**config.mk**
```make
export PLATFORM = sky130hd
export DESIGN_NAME = prog_loader
export DESIGN_NICKNAME = d
export VERILOG_FILES = /design/src/rtl/prog_loader.sv
export SDC_FILE = /design/constraint.sdc
export NUM_CORES = 1
export LEC_CHECK = 0
export CORE_AREA = 4 4 143 145
export DETAILED_ROUTE_END_ITERATION = 8
export DIE_AREA = 0 0 147 149
export SLEW_MARGIN = 5
export SYNTH_ARGS = -nofsm -noshare
export SYNTH_HDL_FRONTEND = slang
export SYNTH_SLANG_ARGS = --single-unit
```
**constraint.sdc**
```tcl
create_clock -name clk -period 7.45 [get_ports clk]
set_input_delay 1.49 -clock clk [delete_from_list [all_inputs] [get_ports clk]]
set_output_delay 1.49 -clock clk [all_outputs]
set_load 0.1 [all_outputs]
```
**src/rtl/prog_loader.sv**
```systemverilog
// Byte-stream program loader: parses a length-prefixed image, writes 32-bit words
// into the core's RAM, verifies an 8-bit checksum and then releases the core reset.
module prog_loader #(
   parameter int unsigned ADDR_W = 11
) (
   input  logic              clk,
   input  logic              rst,
   input  logic              in_valid,
   input  logic [7:0]        in_data,
   output logic              in_ready,
   output logic              mem_we,
   output logic [ADDR_W-1:0] mem_addr,
   output logic [31:0]       mem_wdata,
   output logic              core_rst,
   output logic              done,
   output logic              err
);

   localparam int unsigned CNT_W = ADDR_W + 1;
   localparam logic [31:0] MAX_N = 32'(1) << ADDR_W;

   typedef enum logic [2:0] {
      S_HDR,
      S_DATA,
      S_SUM,
      S_DONE,
      S_ERR
   } state_e;

   state_e            state_q, state_d;
   logic [1:0]        byte_cnt_q, byte_cnt_d;
   logic [23:0]       asm_q, asm_d;
   logic [CNT_W-1:0]  word_idx_q, word_idx_d;
   logic [CNT_W-1:0]  n_words_q, n_words_d;
   logic [7:0]        sum_q, sum_d;
   logic              mem_we_q, mem_we_d;
   logic [ADDR_W-1:0] mem_addr_q, mem_addr_d;
   logic [31:0]       mem_wdata_q, mem_wdata_d;
   logic              in_ready_q, in_ready_d;
   logic              core_rst_q, core_rst_d;
   logic              done_q, done_d;
   logic              err_q, err_d;

   logic              accept;
   logic [31:0]       word;

   // Next-state and registered-output decode
   always_comb begin
      state_d     = state_q;
      byte_cnt_d  = byte_cnt_q;
      asm_d       = asm_q;
      word_idx_d  = word_idx_q;
      n_words_d   = n_words_q;
      sum_d       = sum_q;
      mem_we_d    = 1'b0;
      mem_addr_d  = mem_addr_q;
      mem_wdata_d = mem_wdata_q;

      accept = in_valid && in_ready_q;
      word   = {in_data, asm_q};

      if (accept) begin
         byte_cnt_d = byte_cnt_q + 2'd1;
         asm_d      = {in_data, asm_q[23:8]};
         case (state_q)
            S_HDR: begin
               if (byte_cnt_q == 2'd3) begin
                  n_words_d  = word[CNT_W-1:0];
                  word_idx_d = '0;
                  if (word == 32'd0) begin
                     state_d = S_SUM;
                  end else if (word > MAX_N) begin
                     state_d = S_ERR;
                  end else begin
                     state_d = S_DATA;
                  end
               end
            end
            S_DATA: begin
               sum_d = sum_q + in_data;
               if (byte_cnt_q == 2'd3) begin
                  mem_we_d    = 1'b1;
                  mem_addr_d  = word_idx_q[ADDR_W-1:0];
                  mem_wdata_d = word;
                  word_idx_d  = word_idx_q + CNT_W'(1);
                  if (word_idx_d == n_words_q) begin
                     state_d = S_SUM;
                  end
               end
            end
            S_SUM: begin
               state_d = (in_data == sum_q) ? S_DONE : S_ERR;
            end
            default: begin
               state_d = state_q;
            end
         endcase
      end

      in_ready_d = (state_d == S_HDR) || (state_d == S_DATA) || (state_d == S_SUM);
      core_rst_d = (state_d != S_DONE);
      done_d     = (state_d == S_DONE);
      err_d      = (state_d == S_ERR);
   end

   always_ff @(posedge clk) begin
      if (rst) begin
         state_q     <= S_HDR;
         byte_cnt_q  <= '0;
         asm_q       <= '0;
         word_idx_q  <= '0;
         n_words_q   <= '0;
         sum_q       <= '0;
         mem_we_q    <= 1'b0;
         mem_addr_q  <= '0;
         mem_wdata_q <= '0;
         in_ready_q  <= 1'b1;
         core_rst_q  <= 1'b1;
         done_q      <= 1'b0;
         err_q       <= 1'b0;
      end else begin
         state_q     <= state_d;
         byte_cnt_q  <= byte_cnt_d;
         asm_q       <= asm_d;
         word_idx_q  <= word_idx_d;
         n_words_q   <= n_words_d;
         sum_q       <= sum_d;
         mem_we_q    <= mem_we_d;
         mem_addr_q  <= mem_addr_d;
         mem_wdata_q <= mem_wdata_d;
         in_ready_q  <= in_ready_d;
         core_rst_q  <= core_rst_d;
         done_q      <= done_d;
         err_q       <= err_d;
      end
   end

   assign in_ready  = in_ready_q;
   assign mem_we    = mem_we_q;
   assign mem_addr  = mem_addr_q;
   assign mem_wdata = mem_wdata_q;
   assign core_rst  = core_rst_q;
   assign done      = done_q;
   assign err       = err_q;

endmodule

```
==> results of run 1 <==
[Yosys cell counts, drive strengths merged (2+ instances only)]
cell    number  area [um^2]
nand2      180        678.2
nor3         9        45.04
and2         3        18.77
o31ai        4        30.03
nand3       16        80.08
dfxtp      109         2182
xnor2       14        122.6
a21boi       2        15.01
o21ai       21        105.1
clkbuf      27        101.4
nor2b        4        25.02
nor3b        3        22.52
buf          8        45.04
nor2        27        117.6
inv         10        37.53
o311ai       2        17.52
o41ai        4        35.03
nor4        10        62.56
a21oi       97        485.5
xor2         8        70.07
and3         7        45.05
nand4        3        18.77
or3          3        18.77
a31oi        2        12.51
ha           9        112.6
[state kept, by name, summed over array words and instances, names as in the netlist]
register / flops
mem_wdata: 32
asm_q: 24
n_words_q: 12
word_idx_q: 12
mem_addr: 11
sum_q: 8
state_q: 3
byte_cnt_q: 2
core_rst: 1
done: 1
err: 1
in_ready: 1
mem_we: 1
[path summary, 6_finish.rpt]
kind | start | end | slack, ps
worst min-delay path | mem_wdata[0] | mem_wdata[0] | 450
worst max-delay path | in_valid | core_rst | 3000
worst min register to register | mem_wdata[0] | mem_wdata[0] | 450
worst max register to register | in_ready | core_rst | 4230
[layout make-up]
| class | count | area, um^2 | share of cell area [%] |
|---|---|---|---|
| Clock buffer | 11 | 242.7 | 4.195 |
| Sequential cell | 109 | 2182 | 37.71 |
| Inverter | 10 | 37.54 | 0.6486 |
| Tap cell | 265 | 331.6 | 5.730 |
| Timing Repair Buffer | 61 | 598.1 | 10.34 |
| Clock inverter | 5 | 60.06 | 1.038 |
| Multi-Input combinational cell | 448 | 2335 | 40.35 |
[worst max-delay path: cells and delay by family]
family	cells	cell delay, ps
and+or+nand+nor	4	2270
AOI/OAI and AO/OA	1	420
buffers and inverters	1	490
[report_power, final]
group          leakage, nW  total [mW]  internal [mW]  switching, mW
Clock                0.146       0.483          0.271          0.212
Sequential           0.880       0.594          0.588        0.00628
Combinational        0.915      0.0471         0.0148         0.0323
[cells by family after synthesis]
| family | after synthesis |
|---|---|
| xor+xnor | 22 |
| fa+ha+maj | 10 |
| compound gates | 142 |
| simple gates | 273 |
| flops | 109 |
| mux | 1 |
| buf+inv | 45 |
[routing by layer]
| metal | up-vias | GRT usage [%] | part of all wire [%] |
|---|---|---|---|
| met2 | 72 | 17.86 | 47 |
| li1 | 2120 | - | - |
| met5 | - | 0 | 0 |
| met1 | 1906 | 14.83 | 48 |
| met3 | 14 | 2.431 | 4.5 |
| met4 | 0 | 2.842 | 1.3 |
==> metrics.md, run 1 <==
| Metric | Value |
|---|---|
| R2R depth | 5 |
| Largest stage delay, worst path | 830 ps |
| Fin cells | ~910 |
| Largest family of logic cells by synthesized area | simple AND/OR/NAND/NOR gates |
| Library cells used by synthesis | 53 |
| RSZ-0062 raised after global routing | no |
| Fmax | 0.2249 GHz |
| Worst VDD drop | 0.09760 mV |
| Via/cell ratio | 4.524 |
| Clk Latency, worst-skew pair | 350 ps |
| Final slew viol count | 0 |
| Crit-path cells | clkdlybuf4s50_1, and2_1, nand2_1, nor2_8, or4b_4, a2111o_1 |
| Max_slew headroom | 29.94% |
| Worst Setup Start Kind | input pin |
| # IOs | 59 |
| Number of flops mapped to enable cells by yosys | 0 |
| Clk root buf | clkbuf_16 |
| Seq/Total Area, Yosys | around 46% |
| CTS Buf Count | 9 |
| Via count | 4112 |
| # hold bufs at CTS | 0 |
| Worst Setup End Kind | register |
| Synth Instances | 602 |
| Dpl cells | 893 |
| Design Power | 1.124 mW |
| Worst hold path class | reg -> reg |
| Final WL | 12.08 mm |
| Nets | 660 |
| CP max FO | 29 |
| Simple-Gate Fraction of Synth Area | 25.71% |
| # resized after CTS | 0 |
| Area growth from synthesis to layout | 23.10% |
| Placed inst area | 0.005484 mm^2 |
| # DRC | 0 |
| Starting Density | 24.47% |
| Diode count | 0 |
| DIE WIDTH | 147 um |
| Hold path depth | 2 |
| Ys Warns | 0 |
| Ys async rst share | 0% |
| Static leakage | just under 2 nW |
| Commonest non-fill, non-tap cell in the layout | nand2_1 |
| Post-synthesis compound-gate area fraction | 16.82% |
| Dominant synthesized flop cell | dfxtp_1 |
| Slew @ Worst Pin | between 1000 and 1500 ps |
| Post-CTS setup buffer count | 0 |
| Setup tns final | 0 ps |
| Final Worst Setup Slack | 3003 ps |
| Critical path class | in -> reg |
| Final setup fails | 0 |
| CTS max path bufs | 2 |
| Synth Area in Adders | ~2.8% |
| Synthesis-stage register bit count | between 100 and 150 |
| Vias in the first global route | between 3000 and 4000 |
| CTS tree | built |
| PortBufs | a little under 60 |
| Cell Area, Synth | 0.004701 mm^2 |
| Layout cells sized above 1 | 4.037% |
| Starting DRT DRC Count | 323 |
| Avg WL per Cell | 13.29 um |
| Post-layout util | 30.13% |
| Worst EP required | 7680 ps |
| Total GRT Usage | 10.97% |
| Overflow left after global routing | 0 |
| Clk slew on worst S/H paths | 70 ps |
| First-pass detailed-route iteration total | 4 |
| Status | finished, final reports clean |
| Pwr dens | ~190 mW/mm^2 |
| Core Area | roughly 0.019 mm^2 |
| Antenna viol nets, final | 0 |
| Pin count of the biggest net entering global routing | 91 |
| Leading cell types in the layout, fill and taps excluded | nand2_1 (179), dfxtp_1 (109), a21oi_1 (97), clkdlybuf4s50_1 (57), nor2_1 (26) |
| Clk sinks | 109 |
| Critical Path Slowest Stage Cell | and2_1 |
| First-pass GRT wire length | approximately 20 mm |
| H-Tree Depth | 3 |
| Die Y | 149 um |
| Final hold violation count | 0 |
| Post-Syn Nets | between 600 and 700 |
| Filler cells | 2101 |
| DP HPWL | 8.375 mm |
| Row cnt | 51 |
| Post-synthesis mux area share | 0.2129% |
| Clock skew after layout | 8.242 ps |
| Max-cap viol count | 0 |
| Crit path arrival time | 4670 ps |
| XOR/XNOR Fraction of Synth Area | a little over 4% |
| Design area | 0.005787 mm^2 |
| Fin crit period | 4447 ps |
| Initial antenna violation count | 0 |
| Mapped Avg Cell Area | 7.809 um^2 |
| Global placement routability congestion | between 0.7 and 0.8 |
| WHS | 454.5 ps |
| Tcrit/Tclk final | 59.69% |
| Die Area | 0.02190 mm^2 |
| Post-placement setup slack | 2694 ps |
Note: power is estimated with default switching activity, not from simulation.
==> inputs of run 2 (changes only) <==
- clock period: 7.45 -> 3.7 ns (I/O delays scaled with it)
==> metrics.md, run 2 (same netlist as run 1, synthesis figures left out) <==
| Metric | Value |
|---|---|
| Commonest non-fill, non-tap cell in the layout | nand2_1 |
| CP max FO | 7 (-76%) |
| Fmax | between 0.3 and 0.4 GHz |
| Worst VDD drop | 0.2304 mV (+140%) |
| Largest stage delay, worst path | 600 ps (-230 ps) |
| Clk Latency, worst-skew pair | 360 ps (about the same) |
| Worst EP required | 3950 ps (-3730 ps) |
| Die Y | 149 um (unchanged) |
| DIE WIDTH | 147 um (unchanged) |
| CTS tree | built |
| Via/cell ratio | 4.505 (-0.41%) |
| # resized after CTS | 0 (unchanged) |
| H-Tree Depth | 3 (unchanged) |
| Family with the most delay on the worst path | simple AND/OR/NAND/NOR gates |
| Setup tns final | 0 ps (unchanged) |
| CP bufs+invs | 0 (-1) |
| Static leakage | 1.971 nW (+1.6%) |
| Initial antenna violation count | 0 (unchanged) |
| CTS Buf Count | 9 (unchanged) |
| Filler cells | 2050 (-2.4%) |
| Status | finished, final reports clean |
| Design area | 0.005832 mm^2 (+0.78%) |
| Crit-path cells | ha_1, nand3_1, or3_1, nand3_1, o311ai_1, or4b_4, a2111o_1 |
| Die Area | 0.02190 mm^2 (unchanged) |
| Max-cap viol count | 0 (unchanged) |
| Nets | 666 (+0.91%) |
| Slew @ Worst Pin | 1003 ps (-48.25 ps) |
| Antenna viol nets, final | 0 (unchanged) |
| Core Area | 0.01921 mm^2 (unchanged) |
| Crit path arrival time | 3110 ps (-1560 ps) |
| Total GRT Usage | 11.46% (+0.48 points) |
| Pwr dens | 386.4 mW/mm^2 (+99%) |
| Path length in cells of the critical path | 7 (+1) |
| Avg WL per Cell | 13.44 um (+1.2%) |
| # IOs | 59 (unchanged) |
| Diode count | 0 (unchanged) |
| Worst Setup Start Kind | register |
| Leading cell types in the layout, fill and taps excluded | nand2_1 (179), dfxtp_1 (109), a21oi_1 (97), clkdlybuf4s50_1 (57), nor2_1 (26) |
| WHS | 454.4 ps (-0.1050 ps) |
| Clock skew after layout | 7.665 ps (-0.5766 ps) |
| First-pass GRT wire length | 20.30 mm (+2.7%) |
| Final hold violation count | 0 (unchanged) |
| Clk sinks | 109 (unchanged) |
| Hold path depth | 2 (unchanged) |
| Fin crit period | 2857 ps |
| Starting Density | 24.47% (unchanged) |
| Pin count of the biggest net entering global routing | 87 (-4.4%) |
| Max_slew headroom | 32.95% (+3.0 points) |
| Tcrit/Tclk final | 77.22% |
| PortBufs | 58 (unchanged) |
| # hold bufs at CTS | 0 (unchanged) |
| RSZ-0062 raised after global routing | no |
| Global placement routability congestion | 0.7836 (-1.3%) |
| Starting DRT DRC Count | 258 (-20%) |
| Overflow left after global routing | 0 (unchanged) |
| Clk slew on worst S/H paths | 80 ps (about the same) |
| First-pass detailed-route iteration total | 4 (unchanged) |
| Final WL | 12.30 mm (+1.8%) |
| Critical path class | reg -> reg |
| R2R depth | 7 (+2) |
| Via count | 4122 (+0.24%) |
| Critical Path Slowest Stage Cell | or4b_4 |
| Placed inst area | 0.005542 mm^2 (+1.0%) |
| # DRC | 0 (unchanged) |
| Area growth from synthesis to layout | 24.06% |
| Final slew viol count | 0 (unchanged) |
| Final setup fails | 0 (unchanged) |
| Max reg flops | 32 (unchanged) |
| Worst hold path class | reg -> reg |
| CTS max path bufs | 2 (unchanged) |
| Post-CTS setup buffer count | 0 (unchanged) |
| DP HPWL | 8.667 mm (+3.5%) |
| Layout cells sized above 1 | 5.077% (+1.0 points) |
| Vias in the first global route | 3867 (+1.4%) |
| CP dominant cell by count | nand3_1 |
| Clk root buf | clkbuf_16 |
| Worst Setup End Kind | register |
| Row cnt | 51 (unchanged) |
## run 2: worst register-to-register path, cell delays in order, from the launching register on
cell,delay [ps]
dfxtp_1,460
ha_1,330
nand3_1,260
or3_1,440
nand3_1,100
o311ai_1,160
or4b_4,600
a2111o_1,420
## run 2: final cells by class
| class | count | area [um^2] | area share [%] |
|---|---|---|---|
| Clock buffer | 9 | 225.2 | 3.862 |
| Tap cell | 265 | 331.6 | 5.685 |
| Inverter | 10 | 37.54 | 0.6436 |
| Clock inverter | 7 | 65.06 | 1.116 |
| Timing Repair Buffer | 67 | 655.6 | 11.24 |
| Multi-Input combinational cell | 448 | 2335 | 40.03 |
| Sequential cell | 109 | 2182 | 37.42 |
## run 2: metal layers
| metal | part of all wire [%] | GRT usage (%) | vias to the layer above |
|---|---|---|---|
| li1 | - | - | 2123 |
| met1 | 47 | 14.60 | 1911 |
| met2 | 48 | 19.20 | 77 |
| met3 | 4.1 | 2.887 | 11 |
| met4 | 1.2 | 3.495 | 0 |
| met5 | 0 | 0 | - |
## run 2: final timing paths
check / from / end / slack, ps
worst min register to register: mem_wdata[3] / mem_wdata[3] / 450
worst min-delay path: mem_wdata[3] / mem_wdata[3] / 450
worst max-delay path: word_idx_q[0] / core_rst / 840
worst max register to register: word_idx_q[0] / core_rst / 840
## run 2: power by group
group,total (mW),switching (mW),internal (mW)
sequential,1.20,0.0130,1.18
combinational,0.0958,0.0645,0.0313
clock,0.961,0.488,0.473
## run 2: metrics by stage
step           setup WS (ps)  util (%)  std cells  power [mW]
3_3_place_gp           748.9     28.85        899       1.319
6_report               842.8     30.36        915       2.253
3_5_place_dp           713.9     28.85        899       1.321
2_1_floorplan          969.4         -        602       1.281
5_1_grt                641.4     30.36        915       2.346
4_1_cts                835.8     30.36        915       2.290
==> variant 1, RTL diff (settings of run 2) <==
Take the reset off `n_words_q`, `sum_q`, `mem_addr_q` and `mem_wdata_q` and load them in a clocked block of their own.
--- a/src/rtl/prog_loader.sv
+++ b/src/rtl/prog_loader.sv
@@ -109,11 +109,7 @@
          byte_cnt_q  <= '0;
          asm_q       <= '0;
          word_idx_q  <= '0;
-         n_words_q   <= '0;
-         sum_q       <= '0;
          mem_we_q    <= 1'b0;
-         mem_addr_q  <= '0;
-         mem_wdata_q <= '0;
          in_ready_q  <= 1'b1;
          core_rst_q  <= 1'b1;
          done_q      <= 1'b0;
@@ -123,16 +119,19 @@
          byte_cnt_q  <= byte_cnt_d;
          asm_q       <= asm_d;
          word_idx_q  <= word_idx_d;
-         n_words_q   <= n_words_d;
-         sum_q       <= sum_d;
          mem_we_q    <= mem_we_d;
-         mem_addr_q  <= mem_addr_d;
-         mem_wdata_q <= mem_wdata_d;
          in_ready_q  <= in_ready_d;
          core_rst_q  <= core_rst_d;
          done_q      <= done_d;
          err_q       <= err_d;
       end
+   end
+
+   always_ff @(posedge clk) begin
+      n_words_q   <= n_words_d;
+      sum_q       <= sum_d;
+      mem_addr_q  <= mem_addr_d;
+      mem_wdata_q <= mem_wdata_d;
    end
 
    assign in_ready  = in_ready_q;
Formal check against the unedited RTL: not equivalent (a bounded check fails within 10 cycles, from zero or initial values and one cycle with rst high; the reset may be asserted at any time).
==> variant 1 against run 2 <==
- worst setup slack better by 0.13 ns
- non-clock buffer count down 2
- routed wire length down 15%
- synthesized area down 4.6%
- sequential cell count unchanged
- design area down 3.3%
- sequential power up 10%
- worst hold slack better by 0.011 ns
- core utilization down 0.99 points
- total power up 5.6%
- critical path type unchanged
==> variant 1: results (changes against run 2) <==
{| class="wikitable"
! Metric !! Value
|-
| Status || completed
|-
| Share of cells above drive strength 1 || 6.06% (+0.98 points)
|-
| Sequential share of the synthesized area || 62.7% (+16 points)
|-
| Leading cell types by count after synthesis || nand2_1, edfxtp_1, dfxtp_1, a21oi_1, nor2_1
|-
| Number of vias per cell || 4.36 (-3.2%)
|-
| Synthesized net count || 422 (-32%)
|-
| Filler Cell Count || 2,003 (-2.3%)
|-
| Maximum fanout along the worst path || 8 (+1)
|-
| Area after DPL || 0.00536 mm2 (-3.3%)
|-
| Slowest-stage cell, CP || dfxtp_1
|-
| Leakage Power || 1.85 nW (-6.3%)
|-
| CP Data Arrival Time || 2.97 ns (-0.14 ns)
|-
| Slack of the worst reg-to-reg path || 0.97 ns (+0.13 ns)
|-
| Met2 wirelength from detailed routing || 5240 um (-11%)
|-
| HPWL after detailed placement || 7640 um (-12%)
|-
| Global routing usage on met3 || 3.46% (+0.58 points)
|-
| Compound-gate portion of the synthesized area || 10.1% (-6.7 points)
|-
| Iter 0 DRT Violations || 227 (-12%)
|-
| Most area-consuming cells after synthesis || edfxtp_1, dfxtp_1, nand2_1, a21oi_1, xnor2_1
|-
| Met2 capacity usage during global routing || 16.9% (-2.3 points)
|-
| Number of global-route vias before repair || 3,168 (-18%)
|-
| End of the worst register-to-register path || state_q[0]
|-
| Synthesized-area fraction occupied by adder cells || 2.96% (+0.14 points)
|-
| Cell family with the largest share of critical-path delay || compound AO/OA/AOI/OAI gates
|-
| Worst Clk Skew || 0.00845 ns (+0.000787 ns)
|-
| Area share of xor/xnor cells in the synthesized design || 4.30% (+0.20 points)
|-
| Sum of met3 wire segment lengths after detailed routing || 661 um (+31%)
|}
variant 1: changes by cell type in the layout (fill, tap and decap cells not counted), sizes merged, moves of 4 or more:
cell | run 2 | this run
nand2 | 180 | 65
nand3 | 16 | 9
a21oi | 97 | 41
and3 | 7 | 3
a21o | 0 | 4
o41ai | 4 | 0
nor2 | 27 | 31
dfxtp | 109 | 46
edfxtp | 0 | 63
o21ai | 21 | 9
variant 1: how the worst max path moves through the flow:
stage	slack (ns)	endpoint	from
final	0.97	state_q[0]	word_idx_q[0]
after global routing	0.79	state_q[0]	word_idx_q[0]
after CTS	0.98	state_q[0]	word_idx_q[0]
after detailed placement	0.65	sum_q[6]	in_data[0]
after global placement	0.77	core_rst	in_data[4]
after floorplan	0.70	word_idx_q[10]	in_ready
variant 1: final cells by class:
class / count / share of cell area [%]
multi-input cells: 262 / 27.4
flip-flops and latches: 109 / 49.9
well taps: 265 / 5.88
clock inverters: 7 / 0.976
inverters: 10 / 0.665
clock buffers: 9 / 3.99
repair buffers: 65 / 11.2
variant 1: metrics by stage:
stage,util [%],power [mW],setup WS [ns],instances,hold WS [ns]
after floorplan,-,1.44,0.701,401,0.403
after global placement,27.9,1.49,0.774,711,0.446
after detailed placement,27.9,1.49,0.653,711,0.458
after CTS,29.4,2.41,0.980,727,0.468
after global routing,29.4,2.48,0.786,727,0.503
final,29.4,2.38,0.968,727,0.465
variant 1: power groups by stage:
stage | Clock, mW | Sequential (mW) | Combinational (mW)
2_1_floorplan | 0 | 1.35 | 0.0913
3_3_place_gp | 0 | 1.35 | 0.139
3_5_place_dp | 0 | 1.35 | 0.144
4_1_cts | 0.947 | 1.32 | 0.145
5_1_grt | 0.997 | 1.32 | 0.160
6_report | 0.917 | 1.32 | 0.143
==> variant 2, RTL diff (config.mk and constraints of run 2) <==
Without the edit above. `ADDR_W`: 11 -> 12.
--- a/src/rtl/prog_loader.sv
+++ b/src/rtl/prog_loader.sv
@@ -1,7 +1,7 @@
 // Byte-stream program loader: parses a length-prefixed image, writes 32-bit words
 // into the core's RAM, verifies an 8-bit checksum and then releases the core reset.
 module prog_loader #(
-   parameter int unsigned ADDR_W = 11
+   parameter int unsigned ADDR_W = 12
 ) (
    input  logic              clk,
    input  logic              rst,
Interface: changed (resized mem_addr); port bits go from 59 to 60. No check against the original RTL was run, so the function may have changed too.
==> variant 2 against run 2 <==
- worst setup slack improved by 0.22 ns
- critical endpoint is now in_ready
- sequential cell count rose by 3
- critical path depth fell by 6
- design area grew 3.5%
- non-clock buffer count decreased by 1
- largest cell class unchanged
- total power is 3.9% higher
- synthesized area increased by 4.8%
- count of clock-buffer cells in the layout up 1
- clock power rose by 5%
- die area did not move
- routed wire length increased by 3.1%
==> variant 2: results (changes against run 2) <==
{| class="wikitable"
! Metric !! Value
|-
| Status || completed
|-
| Class of the worst hold path || register to register
|-
| Post-CTS clock slew at the launch and capture registers of the worst setup and hold paths || 0.07 ns
|-
| Leading cell types by count after synthesis || nand2_1, dfxtp_1, a21oi_1, nor2_1, clkbuf_1
|-
| First-pass GRT wire length || 21,000 um (+3.5%)
|-
| Cell family with the largest share of critical-path delay || buffers and inverters
|-
| GP Congestion || 0.858 (+9.5%)
|-
| IO buf count || 59 (+1.7%)
|-
| Clock latency at the later pin of the worst-skew pair || 0.35 ns
|-
| Slowest-stage cell, CP || clkdlybuf4s50_1
|-
| Synthesized net count || 631 (+1.3%)
|-
| Filler Cell Count || 2,061 (+0.54%)
|-
| Sequential share of the synthesized area || 45.5% (-0.91 points)
|-
| Leakage Power || 2.13 nW (+7.9%)
|-
| Maximum fanout along the worst path || 4 (-3)
|-
| Sum of routed wire length over all layers || 12,700 um (+3.1%)
|-
| Fin nets || 671 (+0.75%)
|-
| Initial antenna violation count || 0 (unchanged)
|-
| Cells on Worst Hold Path || 2 (unchanged)
|-
| Warning count from the yosys run || 0 (unchanged)
|-
| Count of vias placed by the detailed router || 4,202 (+1.9%)
|-
| Max Root-Sink Buffers || 2 (unchanged)
|-
| HPWL after detailed placement || 8710 um (+0.47%)
|-
| Slowest cell delay on critical path || 1.17 ns (+0.57 ns)
|-
| Share of cells above drive strength 1 || 5.20% (+0.12 points)
|-
| Transition time of the tightest slew-check pin || 1.08 ns (+0.0808 ns)
|-
| Worst Clk Skew || 0.00737 ns (-0.000292 ns)
|-
| Root buffer selected by CTS || clkbuf_16
|-
| Most area-consuming cells after synthesis || dfxtp_1, nand2_1, a21oi_1, mux2i_1, nor2_1
|-
| Post-CTS setup-driven buffer insertion count || 0 (unchanged)
|-
| Async set-reset flop share out of synthesis || 0% (unchanged)
|-
| Clock buffers created by TritonCTS || 9 (unchanged)
|-
| Pin count of the biggest net entering global routing || 104 (+20%)
|-
| Gr usage total || 11.7% (+0.23 points)
|-
| Number of cells on the worst reg-to-reg path || 7 (unchanged)
|-
| Flip-flop count of the largest register after layout || 32 (unchanged)
|-
| Ant diodes || 0 (unchanged)
|-
| CTS-repair resized insts || 0 (unchanged)
|-
| Number of global-route vias before repair || 4,018 (+3.9%)
|-
| H-Tree Level Count || 3 (unchanged)
|-
| Iter 0 DRT Violations || 194 (-25%)
|-
| Post-synthesis cell type count || 61 (+15%)
|-
| Most frequently used flop master after synthesis || dfxtp_1
|-
| Maximum ir drop on the vdd rail || 0.236 mV (+2.4%)
|-
| CP Data Arrival Time || 1.90 ns (-1.21 ns)
|-
| Count of TritonRoute iterations in the first routing pass || 4 (unchanged)
|}
variant 2: area by class of cell:
cell class	instances	area (um2)	share of cell area, %
clock inverter	5	63.8	1.06
timing repair buffer	66	641	10.6
inverter	9	33.8	0.560
tap	265	332	5.50
clock buffer	10	239	3.96
sequential	112	2240	37.2
multi-input combinational	452	2480	41.1
variant 2: worst reg2reg max path, delay by kind of cell, from the launching register on:
| kind | cells | cell delay, ns |
|---|---|---|
| adders and majority gates | 1 | 0.37 |
| AOI/OAI and AO/OA | 2 | 0.47 |
| and+or+nand+nor | 3 | 0.94 |
| DFF | 1 | 0.56 |
| muxes | 1 | 0.12 |
variant 2: layer usage:
metal | global-route usage, % | vias up | share of wire (%)
met3 | 3.22 | 7 | 4.5
met4 | 2.61 | 0 | 0.71
met1 | 16.3 | 1956 | 49
met2 | 18.1 | 70 | 46
met5 | 0 | - | 0
li1 | - | 2169 | -
variant 2: logic make-up after synthesis:
family	after synthesis	synth area share, %
muxes	18	3.66
and+or+nand+nor	271	25.2
adders and majority gates	10	2.69
xor gates and xnor gates	17	3.02
DFF	112	45.5
AOI/OAI and AO/OA	136	15.8
buffers and inverters	46	4.11
variant 2: path summary, 6_finish.rpt:
check | end | start | slack (ns)
max | in_ready | in_ready | 1.06
min | mem_wdata[6] | mem_wdata[6] | 0.45
max reg2reg | state_q[0] | word_idx_q[0] | 1.15
min reg2reg | mem_wdata[6] | mem_wdata[6] | 0.45
variant 2: metrics by stage:
stage                     setup slack, ns  instances  hold WS (ns)  instance area, um2
after floorplan                      1.25        610         0.440                4930
after global routing                0.844        919         0.479                6030
after global placement              0.714        904         0.443                5730
after CTS                            1.03        919         0.456                6030
final                                1.06        919         0.453                6030
after detailed placement            0.716        904         0.446                5730
variant 2: power breakdown:
part	internal (mW)	leakage, nW	switching, mW
clock	0.548	0.151	0.458
combinational	0.0360	1.07	0.0692
sequential	1.22	0.904	0.0138
